### config.mk
export PLATFORM = sky130hd
export DESIGN_NAME = ifetch_prefetch
export DESIGN_NICKNAME = d
export VERILOG_FILES = /design/src/rtl/ifetch_pkg.sv /design/src/rtl/ifetch_queue.sv /design/src/rtl/ifetch_prefetch.sv
export SDC_FILE = /design/constraint.sdc
export NUM_CORES = 1
export LEC_CHECK = 0
export ABC_AREA = 1
export BUFFER_PORTS_ARGS = -buffer_cell sky130_fd_sc_hd__buf_2
export CORE_MARGIN = 4
export CORE_UTILIZATION = 38
export CTS_CLUSTER_SIZE = 12
export DETAILED_ROUTE_END_ITERATION = 8
export SLEW_MARGIN = 5
export SYNTH_ARGS = -nofsm -noshare
export SYNTH_HDL_FRONTEND = slang
export SYNTH_HIERARCHICAL = 1
export SYNTH_SLANG_ARGS = --single-unit
export TNS_END_PERCENT = 20
### constraint.sdc
create_clock -name clk -period 3.33 [get_ports clk]
set_input_delay 0.1665 -clock clk [delete_from_list [all_inputs] [get_ports clk]]
set_output_delay 0.1665 -clock clk [all_outputs]
set_load 0.02 [all_outputs]
### src/rtl/ifetch_pkg.sv
// Shared types and constants for the instruction-fetch front end.
package ifetch_pkg;

    typedef enum logic [1:0] {
        IDLE  = 2'd0,
        FETCH = 2'd1,
        FULL  = 2'd2,
        FAULT = 2'd3
    } state_t;

    typedef struct packed {
        logic        filled;
        logic [63:0] pc;
        logic [31:0] instr;
    } entry_t;

    localparam int unsigned INSTR_BYTES = 4;

endpackage

### src/rtl/ifetch_queue.sv
// In-order prefetch buffer: slots are allocated at request time, filled in
// response order and popped from the head; flush empties everything.
module ifetch_queue
    import ifetch_pkg::*;
#(
    parameter int unsigned DEPTH = 4,
    parameter int unsigned PTR_W = $clog2(DEPTH),
    parameter int unsigned CNT_W = PTR_W + 1
) (
    input  logic             clk,
    input  logic             rst,
    input  logic             flush_i,
    input  logic             alloc_i,
    input  logic [63:0]      alloc_pc_i,
    input  logic             fill_i,
    input  logic [31:0]      fill_instr_i,
    input  logic             pop_i,
    output entry_t           head_o,
    output logic [CNT_W-1:0] count_next_o
);

    entry_t             slots_q [DEPTH];
    entry_t             slots_d [DEPTH];
    logic [PTR_W-1:0]   alloc_ptr_q, alloc_ptr_d;
    logic [PTR_W-1:0]   fill_ptr_q, fill_ptr_d;
    logic [PTR_W-1:0]   head_ptr_q, head_ptr_d;
    logic [CNT_W-1:0]   count_q, count_d;

    always_comb begin
        slots_d     = slots_q;
        alloc_ptr_d = alloc_ptr_q;
        fill_ptr_d  = fill_ptr_q;
        head_ptr_d  = head_ptr_q;
        count_d     = count_q;
        if (flush_i) begin
            for (int i = 0; i < DEPTH; i++) begin
                slots_d[i] = '0;
            end
            alloc_ptr_d = '0;
            fill_ptr_d  = '0;
            head_ptr_d  = '0;
            count_d     = '0;
        end else begin
            // A popped slot is cleared so a stale filled bit never reappears
            // when the head pointer wraps onto it.
            if (pop_i) begin
                slots_d[head_ptr_q] = '0;
                head_ptr_d          = head_ptr_q + PTR_W'(1);
            end
            if (alloc_i) begin
                slots_d[alloc_ptr_q] = '{filled: 1'b0, pc: alloc_pc_i, instr: 32'h0};
                alloc_ptr_d          = alloc_ptr_q + PTR_W'(1);
            end
            if (fill_i) begin
                slots_d[fill_ptr_q].filled = 1'b1;
                slots_d[fill_ptr_q].instr  = fill_instr_i;
                fill_ptr_d                 = fill_ptr_q + PTR_W'(1);
            end
            count_d = count_q + CNT_W'(alloc_i) - CNT_W'(pop_i);
        end
    end

    always_ff @(posedge clk) begin
        if (rst) begin
            for (int i = 0; i < DEPTH; i++) begin
                slots_q[i] <= '0;
            end
            alloc_ptr_q <= '0;
            fill_ptr_q  <= '0;
            head_ptr_q  <= '0;
            count_q     <= '0;
        end else begin
            for (int i = 0; i < DEPTH; i++) begin
                slots_q[i] <= slots_d[i];
            end
            alloc_ptr_q <= alloc_ptr_d;
            fill_ptr_q  <= fill_ptr_d;
            head_ptr_q  <= head_ptr_d;
            count_q     <= count_d;
        end
    end

    assign head_o       = slots_q[head_ptr_q];
    assign count_next_o = count_d;

endmodule

### src/rtl/ifetch_prefetch.sv
// Instruction-fetch front end: fetch PC, request credits and redirect handling.
// Optional misaligned-redirect fault is enabled with IFETCH_MISALIGN_FAULT_EN.
module ifetch_prefetch
    import ifetch_pkg::*;
#(
    parameter int unsigned DEPTH    = 4,
    parameter logic [63:0] RESET_PC = 64'h0000_0000_0000_0000,
    parameter int unsigned PTR_W    = $clog2(DEPTH)
) (
    input  logic        clk,
    input  logic        rst,
    input  logic        redirect_valid,
    input  logic [63:0] redirect_pc,
    output logic        imem_req,
    output logic [63:0] imem_addr,
    input  logic        imem_gnt,
    input  logic        imem_rvalid,
    input  logic [31:0] imem_rdata,
    output logic        out_valid,
    input  logic        out_ready,
    output logic [63:0] out_pc,
    output logic [31:0] out_instr,
    output logic        fetch_fault
);

    localparam int unsigned      CNT_W   = PTR_W + 1;
    localparam logic [CNT_W-1:0] DEPTH_C = CNT_W'(DEPTH);

    state_t           state_q, state_d;
    logic [63:0]      fetch_pc_q, fetch_pc_d;
    logic [CNT_W-1:0] inflight_q, inflight_d;
    logic [CNT_W-1:0] drop_cnt_q, drop_cnt_d;
    logic [CNT_W-1:0] q_count_next;
    logic [CNT_W-1:0] occ_d;
    entry_t           head;
    logic             issue, alloc, rsp_ok, rsp_fill, rsp_drop, pop;
    logic             redir_bad;
    logic [63:0]      redir_tgt;
    logic             unused_redir_lsb;

    assign redir_tgt        = {redirect_pc[63:2], 2'b00};
    assign unused_redir_lsb = ^redirect_pc[1:0];

`ifdef IFETCH_MISALIGN_FAULT_EN
    assign redir_bad   = redirect_valid & redirect_pc[1];
    assign fetch_fault = (state_q == FAULT);
`else
    assign redir_bad   = 1'b0;
    assign fetch_fault = 1'b0;
`endif

    assign issue    = imem_req & imem_gnt;
    assign rsp_ok   = imem_rvalid & (inflight_q != '0);
    assign rsp_drop = rsp_ok & (drop_cnt_q != '0);
    // A redirect flushes the queue, so nothing from this cycle may land in it.
    assign alloc    = issue & ~redirect_valid;
    assign rsp_fill = rsp_ok & (drop_cnt_q == '0) & ~redirect_valid;
    assign pop      = head.filled & out_ready & ~redirect_valid;

    assign inflight_d = inflight_q + CNT_W'(issue) - CNT_W'(rsp_ok);
    assign drop_cnt_d = redirect_valid ? inflight_d : (drop_cnt_q - CNT_W'(rsp_drop));
    // Credits: allocated slots plus responses still owed to the drop counter.
    assign occ_d      = q_count_next + drop_cnt_d;

    always_comb begin
        state_d  = state_q;
        imem_req = 1'b0;
        case (state_q)
            IDLE:        state_d = FETCH;
            FETCH: begin
                imem_req = 1'b1;
                state_d  = (occ_d >= DEPTH_C) ? FULL : FETCH;
            end
            FULL:        state_d = (occ_d >= DEPTH_C) ? FULL : FETCH;
            FAULT:       state_d = FAULT;
            default:     state_d = IDLE;
        endcase
        if (redirect_valid) begin
            if (redir_bad) begin
                state_d = FAULT;
            end else begin
                state_d = (occ_d >= DEPTH_C) ? FULL : FETCH;
            end
        end
    end

    always_comb begin
        fetch_pc_d = fetch_pc_q;
        if (redirect_valid) begin
            if (!redir_bad) begin
                fetch_pc_d = redir_tgt;
            end
        end else if (issue) begin
            fetch_pc_d = fetch_pc_q + 64'(INSTR_BYTES);
        end
    end

    always_ff @(posedge clk) begin
        if (rst) begin
            state_q    <= IDLE;
            fetch_pc_q <= RESET_PC;
            inflight_q <= '0;
            drop_cnt_q <= '0;
        end else begin
            state_q    <= state_d;
            fetch_pc_q <= fetch_pc_d;
            inflight_q <= inflight_d;
            drop_cnt_q <= drop_cnt_d;
        end
    end

    ifetch_queue #(
        .DEPTH (DEPTH),
        .PTR_W (PTR_W)
    ) u_queue (
        .clk          (clk),
        .rst          (rst),
        .flush_i      (redirect_valid),
        .alloc_i      (alloc),
        .alloc_pc_i   (fetch_pc_q),
        .fill_i       (rsp_fill),
        .fill_instr_i (imem_rdata),
        .pop_i        (pop),
        .head_o       (head),
        .count_next_o (q_count_next)
    );

    assign imem_addr = fetch_pc_q;
    assign out_valid = head.filled;
    assign out_pc    = head.pc;
    assign out_instr = head.instr;

    // A response with nothing outstanding is a memory protocol error.
    rsp_without_req_a: assert property (@(posedge clk) disable iff (rst)
        imem_rvalid |-> (inflight_q != '0));

endmodule

# ---- Word-level counts from Yosys, hierarchy flattened
# Index checks and enable logic that the tools add are counted.
dict set report totals {
  regBits 469
  in_bits 102
  output_inout_bits 163
  wordCells 92
}
dict set report op_classes {
  n_addsub 10
  n_lt_le_gt_ge 7
  n_eq_ne 3
  mux 27
  n_bitwise 14
  n_reduce_logical 10
}
# cell n
set op_table {}
lappend op_table {{388-bit two-way mux} 5}
lappend op_table {{388-bit bitwise mux} 3}
lappend op_table {{97-bit demux with 2-bit select} 4}
lappend op_table {{97-bit two-way mux} 5}
lappend op_table {{388-bit bitwise AND} 1}
lappend op_table {{388-bit inverter} 1}
lappend op_table {{97-bit binary-select mux with 2-bit select} 1}
lappend op_table {{64-bit two-way mux} 2}
lappend op_table {{64-bit by 3-bit adder with 64-bit output, second input constant} 1}
lappend op_table {{32-bit two-way mux} 1}
lappend op_table {{3-bit greater-or-equal comparator, second input constant} 4}
lappend op_table {{3-bit by 1-bit < comparator with 1-bit output, second input constant} 3}
lappend op_table {{2-bit inverter with 3-bit output} 3}
lappend op_table {{3-bit by 1-bit subtractor with 3-bit output} 3}
lappend op_table {{1-bit bitwise AND} 8}
lappend op_table {{2-bit by 1-bit adder with 2-bit output, second input constant} 3}
lappend op_table {{3-bit by 1-bit adder with 3-bit output} 2}
lappend op_table {{3-bit two-way mux} 2}
lappend op_table {{2-bit case mux with 3 select lines} 1}
lappend op_table {{3-bit nonzero test} 2}
lappend op_table {{2-bit == test, second input constant} 2}
lappend op_table {{2-bit two-way mux} 2}
lappend op_table {{2-bit OR reduction} 2}
lappend op_table {{3-bit adder} 1}
lappend op_table {{other kinds (7)} 9}

# ---- Longest topological paths before layout
dict set report logic_depth {
  depth_word 15
  mapped_depth 26
  depth_no_buf 23
}

# ---- Modules after synthesis
# The synthesis kept the hierarchy.
# mod instances cells_each area_each_um2 seq_area_each_um2
set modules_own_cells {}
lappend modules_own_cells {ifetch_queue 1 2631 18033.5 7947.6}
lappend modules_own_cells {ifetch_prefetch 1 859 5067.4 1401.3}

# ---- Worst setup path after synthesis
# No wires, ideal clock.
dict set report synth_path {
  kind {reg2reg}
  from {register u_queue.head_ptr_q[0]}
  to {register state_q[0]}
  setup_time_ns 0.134
  arrival_time_ns 3.560
  required_ns 3.196
  path_slack_ns -0.364
  stages_incl_launch_ff 26
  n_path_buf 3
  period_less_slack_ns 3.694
  cell_sequence {dfxtp_1 -> buf_6 -> inv_4 -> buf_6 -> buf_4 -> nor2_1 -> o22ai_1 -> nand2_1 -> nor2_1 -> ha_1 -> inv_1 -> ha_1 -> inv_1 -> fa_1 -> nor2_1 -> ha_1 -> nand2_1 -> inv_1 -> nand3_1 -> nand2_1 -> nand2_1 -> nand2_1 -> nand2_1 -> nand3_1 -> nand2_1 -> a21oi_1}
}
dict set report synth_via {
  elab_chain_cells 13
}
# element line
set synth_lines {}
lappend synth_lines {{from (decl)} ifetch_queue.sv:26} ;# logic [PTR_W-1:0] head_ptr_q, head_ptr_d;
lappend synth_lines {{from (signal assigned)} ifetch_queue.sv:78} ;# head_ptr_q <= head_ptr_d;
lappend synth_lines {{2-bit inverter with 3-bit output (not written as such) (*)} ifetch_queue.sv:83} ;# assign head_o = slots_q[head_ptr_q];
lappend synth_lines {{97-bit binary-select mux with 2-bit select (*)} ifetch_queue.sv:83}
lappend synth_lines {{97-bit two-way mux (not written as such) (*) (2 in series)} ifetch_queue.sv:83}
lappend synth_lines {{net out_valid} ifetch_prefetch.sv:19} ;# output logic out_valid,
lappend synth_lines {{1-bit bitwise AND (*) (2 in series)} ifetch_prefetch.sv:58} ;# assign pop = head.filled & out_ready & ~redirect_valid;
lappend synth_lines {{net pop} ifetch_prefetch.sv:36} ;# logic issue, alloc, rsp_ok, rsp_fill, rsp_drop, pop;
lappend synth_lines {{3-bit by 1-bit subtractor with 3-bit output (*)} ifetch_queue.sv:59} ;# count_d = count_q + CNT_W'(alloc_i) - CNT_W'(pop_i);
lappend synth_lines {{3-bit two-way mux (*)} ifetch_queue.sv:35} ;# if (flush_i) begin
lappend synth_lines {{net q_count_next[1]} ifetch_prefetch.sv:33} ;# logic [CNT_W-1:0] q_count_next;
lappend synth_lines {{3-bit adder (*)} ifetch_prefetch.sv:63} ;# assign occ_d = q_count_next + drop_cnt_d;
lappend synth_lines {{3-bit greater-or-equal comparator (*)} {ifetch_prefetch.sv:72, ifetch_prefetch.sv:74, ifetch_prefetch.sv:82}}
lappend synth_lines {{2-bit two-way mux (*)} {ifetch_prefetch.sv:72, ifetch_prefetch.sv:74, ifetch_prefetch.sv:82}}
lappend synth_lines {{2-bit case mux with 3 select lines} ifetch_prefetch.sv:68} ;# case (state_q)
lappend synth_lines {{2-bit two-way mux (*)} ifetch_prefetch.sv:78} ;# if (redirect_valid) begin
lappend synth_lines {{to (signal assigned)} ifetch_prefetch.sv:105} ;# state_q <= state_d;
lappend synth_lines {{to (decl)} ifetch_prefetch.sv:29} ;# state_t state_q, state_d;
# Mark *: on every way through the listed nets, which the timed path passes. The rest lies on a longest branch. The select of a mux whose other input is x is not followed.
# A chain may end at the register's enable or synchronous reset.

# ---- Worst setup path after layout
dict set report layout_path {
  from {register u_queue.head_ptr_q[1]}
  to {output port out_instr[28]}
}
dict set report layout_via {
  elab_chain_cells 4
}
# element line
set layout_lines {}
lappend layout_lines {{2-bit inverter with 3-bit output (not written as such)} ifetch_queue.sv:83}
lappend layout_lines {{97-bit binary-select mux with 2-bit select} ifetch_queue.sv:83}
lappend layout_lines {{97-bit two-way mux (not written as such) (2 in series)} ifetch_queue.sv:83}
lappend layout_lines {{to (decl)} ifetch_prefetch.sv:22} ;# output logic [31:0] out_instr,
# No other way between the ends. The select of a mux whose other input is x is not followed.

==> impl_metrics.ini <==
[outcome]
status = completed

[finish]
diodes = 0
drive_gt1_frac = 0.119
fin_nets = 3828
fin_util = 0.453
fill_cells = 6230
stdcell_count = 4520
area_growth_pct = 18.3

[sta]
rsz0062_at_grt = no
maxSlewViolCount = 0
setup_viol_count_final = 0
finalHoldViolCount = 0
tns_ns = 0
relSlewSlack = 0.276
period_needed_ns = 3.16
fmax_mhz = 316
worstMarginPinSlew_ns = 1.09
fin_crit_sh = 0.949
fin_skew_ns = 0.0223
hold_ws_ns = 0.115

[yosys]
syn_area_um2 = 23100
synthAdderAreaFrac = 0.0142
synth_edf_count = 0
synth-compound-area-share = 0.209
netlist-cell-type-count = 40
synth_mux_area_frac = 0
yosysSeqAreaShare = 0.405
yosysWarningCount = 6
async_flop_share = 0
synth_top_family_by_area = simple AND/OR/NAND/NOR gates
synth-main-ff-cell = dfxtp_1
yosys-top-cells-area = dfxtp_1 (40%), nor2_1 (14%), nand2_1 (11%), o21ai_0 (9.4%), a21oi_1 (6.5%)
synthCells = 3490
synth_top_area_frac = 0.405
yosys.area.top_type = dfxtp_1
synth.avg_cell_area_um2 = 6.62
ys_seq_elements = 467
synth-simple-area-share = 0.276
synthXorXnorAreaFrac = 0.0159

[placement]
dp_cells = 4334
place.gp.congestion = 0.977
port_buffers = 259
dp_hpwl_um = 47600

[clock_tree]
postCtsSetupBuffers = 0
cts_root_buf = clkbuf_16
cts_max_level = 2
cts_buffer_depth = 3
path_clk_slew_ns = 0.06
cts_tree = yes
clock-sinks = 467
insertion_delay_ns = 0.60
cts_buffers = 53

[grt]
grt_max_degree = 197
antenna_found_initial = 2
grt_pass1_wl_um = 124000
overflow = 0
track_usage = 0.239
grt_pass1_vias = 21300

[route]
firstDrtPassIters = 7
drc = 0
wl_um = 80300
viasPerCell = 5.15
routedWlPerCell_um = 17.8
drt_iter0_markers = 2065
vias = 23300
final_antenna_net_count = 0

[critical_path]
ff2ff_setup_slack_ns = 0.26
startpoint_type = flop
critPathArrivalTime_ns = 2.99
crit_fanout = 54
r2r_cells = 21
r2r-start = inflight_q[1]$_SDFF_PP0_
worstSetupPathType = flop to output port
worst-endpoint-required_ns = 3.16
critPathCaptureType = output port
worstReg2RegEnd = state_q[1]$_SDFF_PP0_

[power_and_ir_drop]
p_leak_nw = 10.7
p_per_area_nw_per_um2 = 484
ir_worst_vdd_mv = 0.333
power.total_mw = 13.2

[hold_path]
hold_class = primary input to flop
hold_start = redirect_valid
holdPathEnd = imem_addr[4]$_SDFFE_PP0P_
whs_path_depth = 4

[floorplan]
num_rows = 90
core_area_um2 = 60200
start_util = 0.383
die_h_um = 255
ios = 265
die-area_um2 = 64800
die_w_um = 255

[flow_run]
cap_violations = 0
-- sequential cells by signal, summed over array words and instances, names as in the netlist --
register and flops:
u_queue/fill_ptr_q 2, imem_addr 62, u_queue/slots_q 388, u_queue/head_ptr_q 2, drop_cnt_q 3, inflight_q 3
u_queue/count_q 3, state_q 2, u_queue/alloc_ptr_q 2
-- metal layers --
metal	vias to the layer above	global-route usage	wire length, um
met4	2	0.0580	1650
met3	111	0.0463	6120
met5	-	0	9
met2	720	0.388	36300
li1	11800	-	-
met1	10600	0.330	36200
-- what timing repair did --
| action | in CTS | in global routing |
|---|---|---|
| endpoints found under the hold margin | 189 | 0 |
| setup endpoints to repair | 0 | 10 |
| hold buffers | 94 | 0 |
| gates resized for setup | 0 | 10 |
-- logic make-up after synthesis --
group           after synthesis
simple gates               1639
xor+xnor                     42
fa+ha+maj                    25
compound gates              929
other cells                   1
buf+inv                     387
flops                       467
-- worst max-delay path, stage by stage, from the launching register on --
cell and delay (ns):
dfxtp_4 0.36, clkinv_2 0.05, buf_4 0.49, buf_4 0.69
o21ai_0 0.22, o22ai_1 0.30, buf_2 0.23
-- per-stage QoR --
step           setup slack (ns)  area, um2
5_1_grt                  0.0385      27300
2_1_floorplan            0.0116      23200
3_5_place_dp              0.156      24700
6_report                  0.169      27300
3_3_place_gp              0.192      24700
4_1_cts                  0.0139      27300
-- power breakdown --
| group | switching (mW) | total, mW | internal, mW |
|---|---|---|---|
| clock network | 2.35 | 5.74 | 3.39 |
| logic | 1.03 | 1.57 | 0.538 |
| registers | 0.192 | 5.92 | 5.73 |
-- Yosys cell counts (12+ instances only) --
cell	count
nand4_1	12
buf_6	24
a31oi_1	24
inv_1	125
ha_1	23
nor2_1	844
buf_4	24
xor2_1	27
dfxtp_1	467
o21ai_1	61
buf_2	76
xnor2_1	15
o21ai_0	436
nand2_1	696
nand2_2	12
nand3_1	37
a21oi_1	302
o22ai_1	97
clkbuf_1	120
nor2_2	14
-- cells in the final DEF (no fill, tap or decap), types with 35 or more instances in the layout --
cell,n
clkbuf_16,55
o22ai_1,96
buf_2,259
inv_1,125
nor2_1,841
dlygate4sd3_1,94
nand3_1,35
dfxtp_1,465
buf_4,39
a21oi_1,302
o21ai_0,434
o21ai_1,61
nand2_1,690
-- final cells by class --
type / instances / area, um2 / area share
Clock inverter: 6 / 58.8 / 0.00215
Clock buffer: 86 / 1630 / 0.0598
Inverter: 130 / 495 / 0.0181
Sequential cell: 467 / 9360 / 0.342
Tap cell: 782 / 978 / 0.0358
Multi-Input combinational cell: 2646 / 12100 / 0.441
Timing Repair Buffer: 403 / 2740 / 0.100
-- worst max path at each step --
stage                                       start  cells after the start               endpoint  slack, ns
2_1_floorplan  u_queue/head_ptr_q[0]$_SDFFE_PP0P_                     25  state_q[0]$_SDFF_PP0_       0.01
3_3_place_gp   u_queue/head_ptr_q[0]$_SDFFE_PP0P_                     22  state_q[0]$_SDFF_PP0_       0.19
3_5_place_dp   u_queue/head_ptr_q[0]$_SDFFE_PP0P_                     22  state_q[0]$_SDFF_PP0_       0.16
4_1_cts        u_queue/head_ptr_q[0]$_SDFFE_PP0P_                      5              out_pc[2]       0.01
5_1_grt                  inflight_q[1]$_SDFF_PP0_                     21  state_q[0]$_SDFF_PP0_       0.04
6_report       u_queue/head_ptr_q[1]$_SDFFE_PP0P_                      6          out_instr[28]       0.17
Power figures use the tool's default switching activity.
